--- config.mk ---
export PLATFORM = sky130hd
export DESIGN_NAME = riscv_muldiv_unit
export DESIGN_NICKNAME = d
export VERILOG_FILES = /design/src/rtl/riscv_pkg.sv /design/src/rtl/riscv_div_iter.sv /design/src/rtl/riscv_muldiv_unit.sv
export SDC_FILE = /design/constraint.sdc
export NUM_CORES = 1
export LEC_CHECK = 0
export ABC_AREA = 1
export CORE_UTILIZATION = 30
export DETAILED_ROUTE_END_ITERATION = 12
export GPL_TIMING_DRIVEN = 0
export PLACE_DENSITY = 0.49
export RECOVER_POWER = 25
export SYNTH_ARGS = -nofsm -noshare
export SYNTH_HDL_FRONTEND = slang
export SYNTH_SLANG_ARGS = --single-unit
--- constraint.sdc ---
create_clock -name iclk -period 5.1 [get_ports iclk]
set_input_delay 0.765 -clock iclk [delete_from_list [all_inputs] [get_ports iclk]]
set_output_delay 0.765 -clock iclk [all_outputs]
set_load 0.005 [all_outputs]
--- src/rtl/riscv_pkg.sv ---
// Shared RV32M multiply/divide definitions: funct3 codes, FSM states,
// iteration count and the sign/half-select finishing function.
package riscv_pkg;

  localparam int MULDIV_ITER = 32;

  localparam logic [2:0] MULDIV_MUL    = 3'd0;
  localparam logic [2:0] MULDIV_MULH   = 3'd1;
  localparam logic [2:0] MULDIV_MULHSU = 3'd2;
  localparam logic [2:0] MULDIV_MULHU  = 3'd3;
  localparam logic [2:0] MULDIV_DIV    = 3'd4;
  localparam logic [2:0] MULDIV_DIVU   = 3'd5;
  localparam logic [2:0] MULDIV_REM    = 3'd6;
  localparam logic [2:0] MULDIV_REMU   = 3'd7;

  typedef enum logic [1:0] {
    S_IDLE = 2'd0,
    S_MUL  = 2'd1,
    S_DIV  = 2'd2,
    S_DONE = 2'd3
  } muldiv_state_t;

  // hi/lo is the unsigned 64-bit product, or remainder/quotient for divides
  function automatic logic [31:0] muldiv_finish(
    input logic [2:0]  op,
    input logic        neg_q,
    input logic        neg_r,
    input logic [31:0] hi,
    input logic [31:0] lo
  );
    logic [63:0] prod;
    logic [31:0] quot;
    logic [31:0] rem;
    logic [31:0] res;
    prod = neg_q ? (64'd0 - {hi, lo}) : {hi, lo};
    quot = neg_q ? (32'd0 - lo) : lo;
    rem  = neg_r ? (32'd0 - hi) : hi;
    case (op)
      MULDIV_MUL:                             res = prod[31:0];
      MULDIV_MULH, MULDIV_MULHSU, MULDIV_MULHU: res = prod[63:32];
      MULDIV_DIV, MULDIV_DIVU:                res = quot;
      MULDIV_REM, MULDIV_REMU:                res = rem;
      default:                                res = 32'd0;
    endcase
    return res;
  endfunction

endpackage

--- src/rtl/riscv_div_iter.sv ---
// Shared hi/lo shift-register datapath: one restoring-divide step or one
// shift-add multiply step per cycle, with the iteration counter.
module riscv_div_iter
  import riscv_pkg::*;
(
  input  logic        i_clk,
  input  logic        i_rst,
  input  logic        i_load,
  input  logic        i_step,
  input  logic        i_mode_div,
  input  logic [31:0] i_a,
  input  logic [31:0] i_b,
  output logic [31:0] o_hi_nxt,
  output logic [31:0] o_lo_nxt,
  output logic        o_last
);

  logic [31:0] r_hi;
  logic [31:0] r_lo;
  logic [31:0] r_b;
  logic [4:0]  r_cnt;

  logic [32:0] w_sum;
  logic [32:0] w_shift;
  logic [32:0] w_diff;

  assign w_sum   = {1'b0, r_hi} + (r_lo[0] ? {1'b0, r_b} : 33'd0);
  assign w_shift = {r_hi, r_lo[31]};
  assign w_diff  = w_shift - {1'b0, r_b};
  assign o_last  = (r_cnt == 5'(MULDIV_ITER - 1));

  // Divide keeps {rem, quot}; multiply keeps {accumulator, multiplier} shifting right
  always_comb begin
    o_hi_nxt = r_hi;
    o_lo_nxt = r_lo;
    if (i_mode_div) begin
      if (!w_diff[32]) begin
        o_hi_nxt = w_diff[31:0];
        o_lo_nxt = {r_lo[30:0], 1'b1};
      end else begin
        o_hi_nxt = w_shift[31:0];
        o_lo_nxt = {r_lo[30:0], 1'b0};
      end
    end else begin
      o_hi_nxt = w_sum[32:1];
      o_lo_nxt = {w_sum[0], r_lo[31:1]};
    end
  end

  always_ff @(posedge i_clk) begin
    if (i_rst) begin
      r_hi  <= 32'd0;
      r_lo  <= 32'd0;
      r_b   <= 32'd0;
      r_cnt <= 5'd0;
    end else if (i_load) begin
      r_hi  <= 32'd0;
      r_lo  <= i_a;
      r_b   <= i_b;
      r_cnt <= 5'd0;
    end else if (i_step) begin
      r_hi  <= o_hi_nxt;
      r_lo  <= o_lo_nxt;
      r_cnt <= r_cnt + 5'd1;
    end else begin
      r_hi  <= r_hi;
      r_lo  <= r_lo;
      r_b   <= r_b;
      r_cnt <= r_cnt;
    end
  end

endmodule

--- src/rtl/riscv_muldiv_unit.sv ---
// Iterative RV32M multiply/divide unit for EX with stall request and flush.
// Define RISCV_MULDIV_FAST_MUL_EN for a single-cycle multiplier on ops 0-3.
module riscv_muldiv_unit
  import riscv_pkg::*;
#(
  parameter int XLEN = 32
) (
  input  logic            iclk,
  input  logic            irst,
  input  logic            istart_ex,
  input  logic [2:0]      ifunct3_ex,
  input  logic [XLEN-1:0] isrc_a_ex,
  input  logic [XLEN-1:0] isrc_b_ex,
  input  logic            iflush_ex,
  output logic            ostall_req,
  output logic [XLEN-1:0] oresult,
  output logic            odone
);

  muldiv_state_t r_state;
  muldiv_state_t w_state_nxt;
  logic [2:0]      r_op;
  logic            r_neg_q;
  logic            r_neg_r;
  logic [XLEN-1:0] r_result;
  logic            r_done;

  logic            w_signed_a, w_signed_b, w_neg_a, w_neg_b, w_is_div;
  logic            w_div0, w_ovf, w_fast_mul, w_direct, w_load, w_step, w_last;
  logic [XLEN-1:0] w_mag_a, w_mag_b, w_hi_nxt, w_lo_nxt, w_result_nxt;
  logic [63:0]     w_fast_prod;

  assign w_signed_a = (ifunct3_ex == MULDIV_MULH) || (ifunct3_ex == MULDIV_MULHSU) ||
                      (ifunct3_ex == MULDIV_DIV)  || (ifunct3_ex == MULDIV_REM);
  assign w_signed_b = (ifunct3_ex == MULDIV_MULH) || (ifunct3_ex == MULDIV_DIV) ||
                      (ifunct3_ex == MULDIV_REM);
  assign w_neg_a  = w_signed_a & isrc_a_ex[XLEN-1];
  assign w_neg_b  = w_signed_b & isrc_b_ex[XLEN-1];
  assign w_mag_a  = w_neg_a ? ({XLEN{1'b0}} - isrc_a_ex) : isrc_a_ex;
  assign w_mag_b  = w_neg_b ? ({XLEN{1'b0}} - isrc_b_ex) : isrc_b_ex;
  assign w_is_div = ifunct3_ex[2];
  assign w_div0   = w_is_div && (isrc_b_ex == {XLEN{1'b0}});
  assign w_ovf    = ((ifunct3_ex == MULDIV_DIV) || (ifunct3_ex == MULDIV_REM)) &&
                    (isrc_a_ex == 32'h8000_0000) && (isrc_b_ex == 32'hFFFF_FFFF);

`ifdef RISCV_MULDIV_FAST_MUL_EN
  assign w_fast_mul  = ~w_is_div;
  assign w_fast_prod = {32'd0, w_mag_a} * {32'd0, w_mag_b};
`else
  assign w_fast_mul  = 1'b0;
  assign w_fast_prod = 64'd0;
`endif

  assign w_direct = w_div0 | w_ovf | w_fast_mul;
  assign w_load   = (r_state == S_IDLE) && istart_ex;
  assign w_step   = (r_state == S_MUL) || (r_state == S_DIV);

  riscv_div_iter u_iter (
    .i_clk      (iclk),
    .i_rst      (irst),
    .i_load     (w_load),
    .i_step     (w_step),
    .i_mode_div (r_state == S_DIV),
    .i_a        (w_mag_a),
    .i_b        (w_mag_b),
    .o_hi_nxt   (w_hi_nxt),
    .o_lo_nxt   (w_lo_nxt),
    .o_last     (w_last)
  );

  // State register
  always_ff @(posedge iclk) begin
    if (irst) begin
      r_state <= S_IDLE;
    end else begin
      r_state <= w_state_nxt;
    end
  end

  // Next-state logic; DONE always returns to IDLE so a held istart_ex is not re-run
  always_comb begin
    w_state_nxt = r_state;
    if (iflush_ex) begin
      w_state_nxt = S_IDLE;
    end else begin
      case (r_state)
        S_IDLE: begin
          if (!istart_ex)    w_state_nxt = S_IDLE;
          else if (w_direct) w_state_nxt = S_DONE;
          else if (w_is_div) w_state_nxt = S_DIV;
          else               w_state_nxt = S_MUL;
        end
        S_MUL, S_DIV: begin
          if (w_last) w_state_nxt = S_DONE;
          else        w_state_nxt = r_state;
        end
        S_DONE:  w_state_nxt = S_IDLE;
        default: w_state_nxt = S_IDLE;
      endcase
    end
  end

  // Stall output
  always_comb begin
    ostall_req = 1'b0;
    if (irst || iflush_ex) begin
      ostall_req = 1'b0;
    end else begin
      case (r_state)
        S_IDLE:       ostall_req = istart_ex;
        S_MUL, S_DIV: ostall_req = 1'b1;
        S_DONE:       ostall_req = 1'b0;
        default:      ostall_req = 1'b0;
      endcase
    end
  end

  // Result for the edge entering DONE: direct cases from inputs, iterative from the last step
  always_comb begin
    w_result_nxt = r_result;
    if (r_state == S_IDLE) begin
      if (w_div0)     w_result_nxt = ifunct3_ex[1] ? isrc_a_ex : 32'hFFFF_FFFF;
      else if (w_ovf) w_result_nxt = ifunct3_ex[1] ? 32'h0000_0000 : 32'h8000_0000;
      else            w_result_nxt = muldiv_finish(ifunct3_ex, w_neg_a ^ w_neg_b, w_neg_a,
                                                   w_fast_prod[63:32], w_fast_prod[31:0]);
    end else begin
      w_result_nxt = muldiv_finish(r_op, r_neg_q, r_neg_r, w_hi_nxt, w_lo_nxt);
    end
  end

  always_ff @(posedge iclk) begin
    if (irst) begin
      r_op    <= 3'd0;
      r_neg_q <= 1'b0;
      r_neg_r <= 1'b0;
    end else if (w_load) begin
      r_op    <= ifunct3_ex;
      r_neg_q <= w_neg_a ^ w_neg_b;
      r_neg_r <= w_neg_a;
    end else begin
      r_op    <= r_op;
      r_neg_q <= r_neg_q;
      r_neg_r <= r_neg_r;
    end
  end

  always_ff @(posedge iclk) begin
    if (irst) begin
      r_result <= {XLEN{1'b0}};
      r_done   <= 1'b0;
    end else if (w_state_nxt == S_DONE && r_state != S_DONE) begin
      r_result <= w_result_nxt;
      r_done   <= 1'b1;
    end else begin
      r_result <= r_result;
      r_done   <= 1'b0;
    end
  end

  assign oresult = r_result;
  assign odone   = r_done;

endmodule

==> impl_metrics.ini <==
[outcome]
status = complete, no violations

[clock_network]
root_buffer = clkbuf_16
clkSinkCount = 141
path_clk_slew_ns = 0.08
cts_buffers = 17
clk_path_buf_depth = 2
cts_tree = done
clock_latency_ns = 0.50
htreeDepth = 4

[floorplanning]
die_area_mm2 = 0.0570
die_w_um = 239
pin_count = 105
core_area_mm2 = 0.0553
start_util = 0.304
fp-row-count = 86
die_h_um = 239

[global_routing]
overflow = 0
grt_max_degree = 17
grt.total_usage = 0.310
antenna_found_initial = 3
grt_pass1_wl_um = 129000
first_global_vias = 19100

[critical_path]
cp_slowest_stage_delay_ns = 0.42
r2r_start = u_iter.r_b[19]$_SDFFE_PP0P_
path_class = flop to flop
critPathMaxFanout = 7
startpoint_type = flop
endpoint_kind = flop
rr_worst_depth = 25
critPathLaunch = u_iter.r_b[19]$_SDFFE_PP0P_
crit_buf_inv = 4
critPathRequiredTime_ns = 5.53
critPathTopFamily = simple AND/OR/NAND/NOR gates
arrival_ns = 5.27
r2r-end = oresult[26]$_SDFFE_PP0P_
crit_slowest_cell = ha_1
rrSetupSlack_ns = 0.26

[synth]
yosysSeqAreaShare = 0.168
ys_top_cells_by_area = nand2_1 19%, dfxtp_1 17%, inv_1 10%
synth_top_family_by_area = simple AND/OR/NAND/NOR gates
synth_top_cell_by_area = nand2_1
syn_area_mm2 = 0.0168
yosys_warnings = 0
avgSynthCellArea_um2 = 5.53
dominantRegCellSynth = dfxtp_1
async_reset_ff_frac = 0
synth_edf_count = 0
synth-compound-area-share = 0.195
synth_commonest_cells = 857 x nand2_1, 448 x inv_1, 280 x nor2_1
synth-simple-area-share = 0.410
synth.net_count = 3189
synth.area.mux_share = 0.000595
synth.most_common_cell = nand2_1
synth_top_area_share = 0.191
synth.distinct_cells = 59
synth-adder-area-share = 0.0574
synthCells = 3042
synth-xor-area-share = 0.0375
ys_seq_elements = 141

[min_path]
hold_class = flop to flop
whs_path_depth = 2
hold_start = oresult[14]$_SDFFE_PP0P_
min_to = oresult[14]$_SDFFE_PP0P_

[placed_design]
place.gp.congestion = 1.00
place_ws_ns = -0.215
port-buffer-count = 104
dp_hpwl_um = 74800

[sta]
slew_headroom = 0.214
setup_ws_ns = 0.259
worst-slew-pin-transition_ns = 1.16
min_period_ns = 4.84
fmax_mhz = 207
hold_viol_final = 0
fin_crit_sh = 0.949
rsz0062_at_grt = true
setup_viol = 0
slew_violations = 0
finClkSkew_ns = 0.0217

[routing]
drt_iter0_drc = 2033
dr_total_vias = 20900
drc_errors = 0
wire_per_inst_um = 22.6
routed_wl_um = 88900
vias_per_cell = 5.33
drtAntennaViolNets = 0
first_pass_iters = 8

[pwr]
ir_worst_vdd_mv = 0.280
p_total_uw = 4490
p_leak_uw = 0.00965
p_per_area_mw_per_mm2 = 230

[finish]
nNetsFinal = 3315
drive_above_1_share = 0.0588
syn_to_final_growth_pct = 15.9
antenna_cells = 0

[run]
max_cap_violations = 0
## worst max-delay path by stage
stage | to | slack, ns | cells past startpoint
final | oresult[26]$_SDFFE_PP0P_ | 0.26 | 25
after global routing | oresult[24]$_SDFFE_PP0P_ | -0.05 | 33
after CTS | oresult[30]$_SDFFE_PP0P_ | -0.03 | 35
after detailed placement | oresult[28]$_SDFFE_PP0P_ | -0.22 | 33
after global placement | oresult[28]$_SDFFE_PP0P_ | -0.21 | 32
after floorplan | oresult[30]$_SDFFE_PP0P_ | 1.23 | 35
## worst min-delay path, delay by kind of cell, from the launching register on
kind            cells  cell delay, ns
compound gates      1            0.05
simple gates        1            0.06
flops               1            0.31
## cells by family (layout without fill, tap and decap cells)
group	Yosys count	after routing
and+or+nand+nor	1591	1591
buffers and inverters	567	705
DFF	141	141
adders and majority gates	76	76
AOI/OAI and AO/OA	594	594
muxes	1	1
xor gates and xnor gates	72	72
## metrics by stage
| step | std cells | area, um^2 | TNS, ns | hold WS [ns] | utilization |
|---|---|---|---|---|---|
| final | 3928 | 19500 | 0 | 0.463 | 0.353 |
| after global routing | 3928 | 19500 | -0.144 | 0.490 | 0.353 |
| after CTS | 3927 | 19400 | -0.0619 | 0.469 | 0.351 |
| after detailed placement | 3894 | 18800 | -0.667 | 0.460 | 0.340 |
| after global placement | 3894 | 18800 | -0.511 | 0.455 | 0.340 |
| after floorplan | 3042 | 16800 | 0 | 0.441 | - |
## layout make-up
| type | count | area [um^2] |
|---|---|---|
| clock inverters | 13 | 144 |
| multi-input cells | 2334 | 11900 |
| repair buffers | 108 | 1070 |
| flip-flops and latches | 141 | 2820 |
| fillers | 6411 | 35800 |
| clock buffers | 18 | 439 |
| inverters | 459 | 1720 |
| well taps | 748 | 936 |
| plain buffers | 107 | 490 |
## repair_timing
item,4_1_cts,5_1_grt
hold buffers,0,0
pin swaps,4,7
gates resized for setup,6,19
endpoints found under the setup margin,7,19
buffers inserted,2,2
## state kept, by name (all words and copies together) (netlist names)
name,count
oresult,32
u_iter.r_cnt,5
r_neg_q,1
u_iter.r_hi,32
r_op,3
r_neg_r,1
r_state,2
u_iter.r_b,32
u_iter.r_lo,32
odone,1
## cells in the final DEF (no fill, tap or decap), types with 35 or more instances in the layout
cell type        count
nand3_1            245
clkbuf_1            70
o21ai_0            243
inv_1              447
a21oi_1            219
dlygate4sd3_1       35
clkdlybuf4s50_1     69
dfxtp_1            141
nand2_1            854
nor3_1              43
xor2_1              58
nor2_1             280
ha_1                73
## where the power goes
part / leakage (uW) / switching, uW / internal, uW
logic: 0.00821 / 1380 / 561
registers: 0.00115 / 56.6 / 1160
clock network: 0.000289 / 630 / 700
total: 0.00965 / 2070 / 2420
## per-layer routing
metal,track usage,routed length [um]
met4,0.0754,1870
met3,0.0564,7090
met2,0.457,36800
met5,0,13
met1,0.458,43100
No activity file was read; power rests on OpenSTA's default activity.
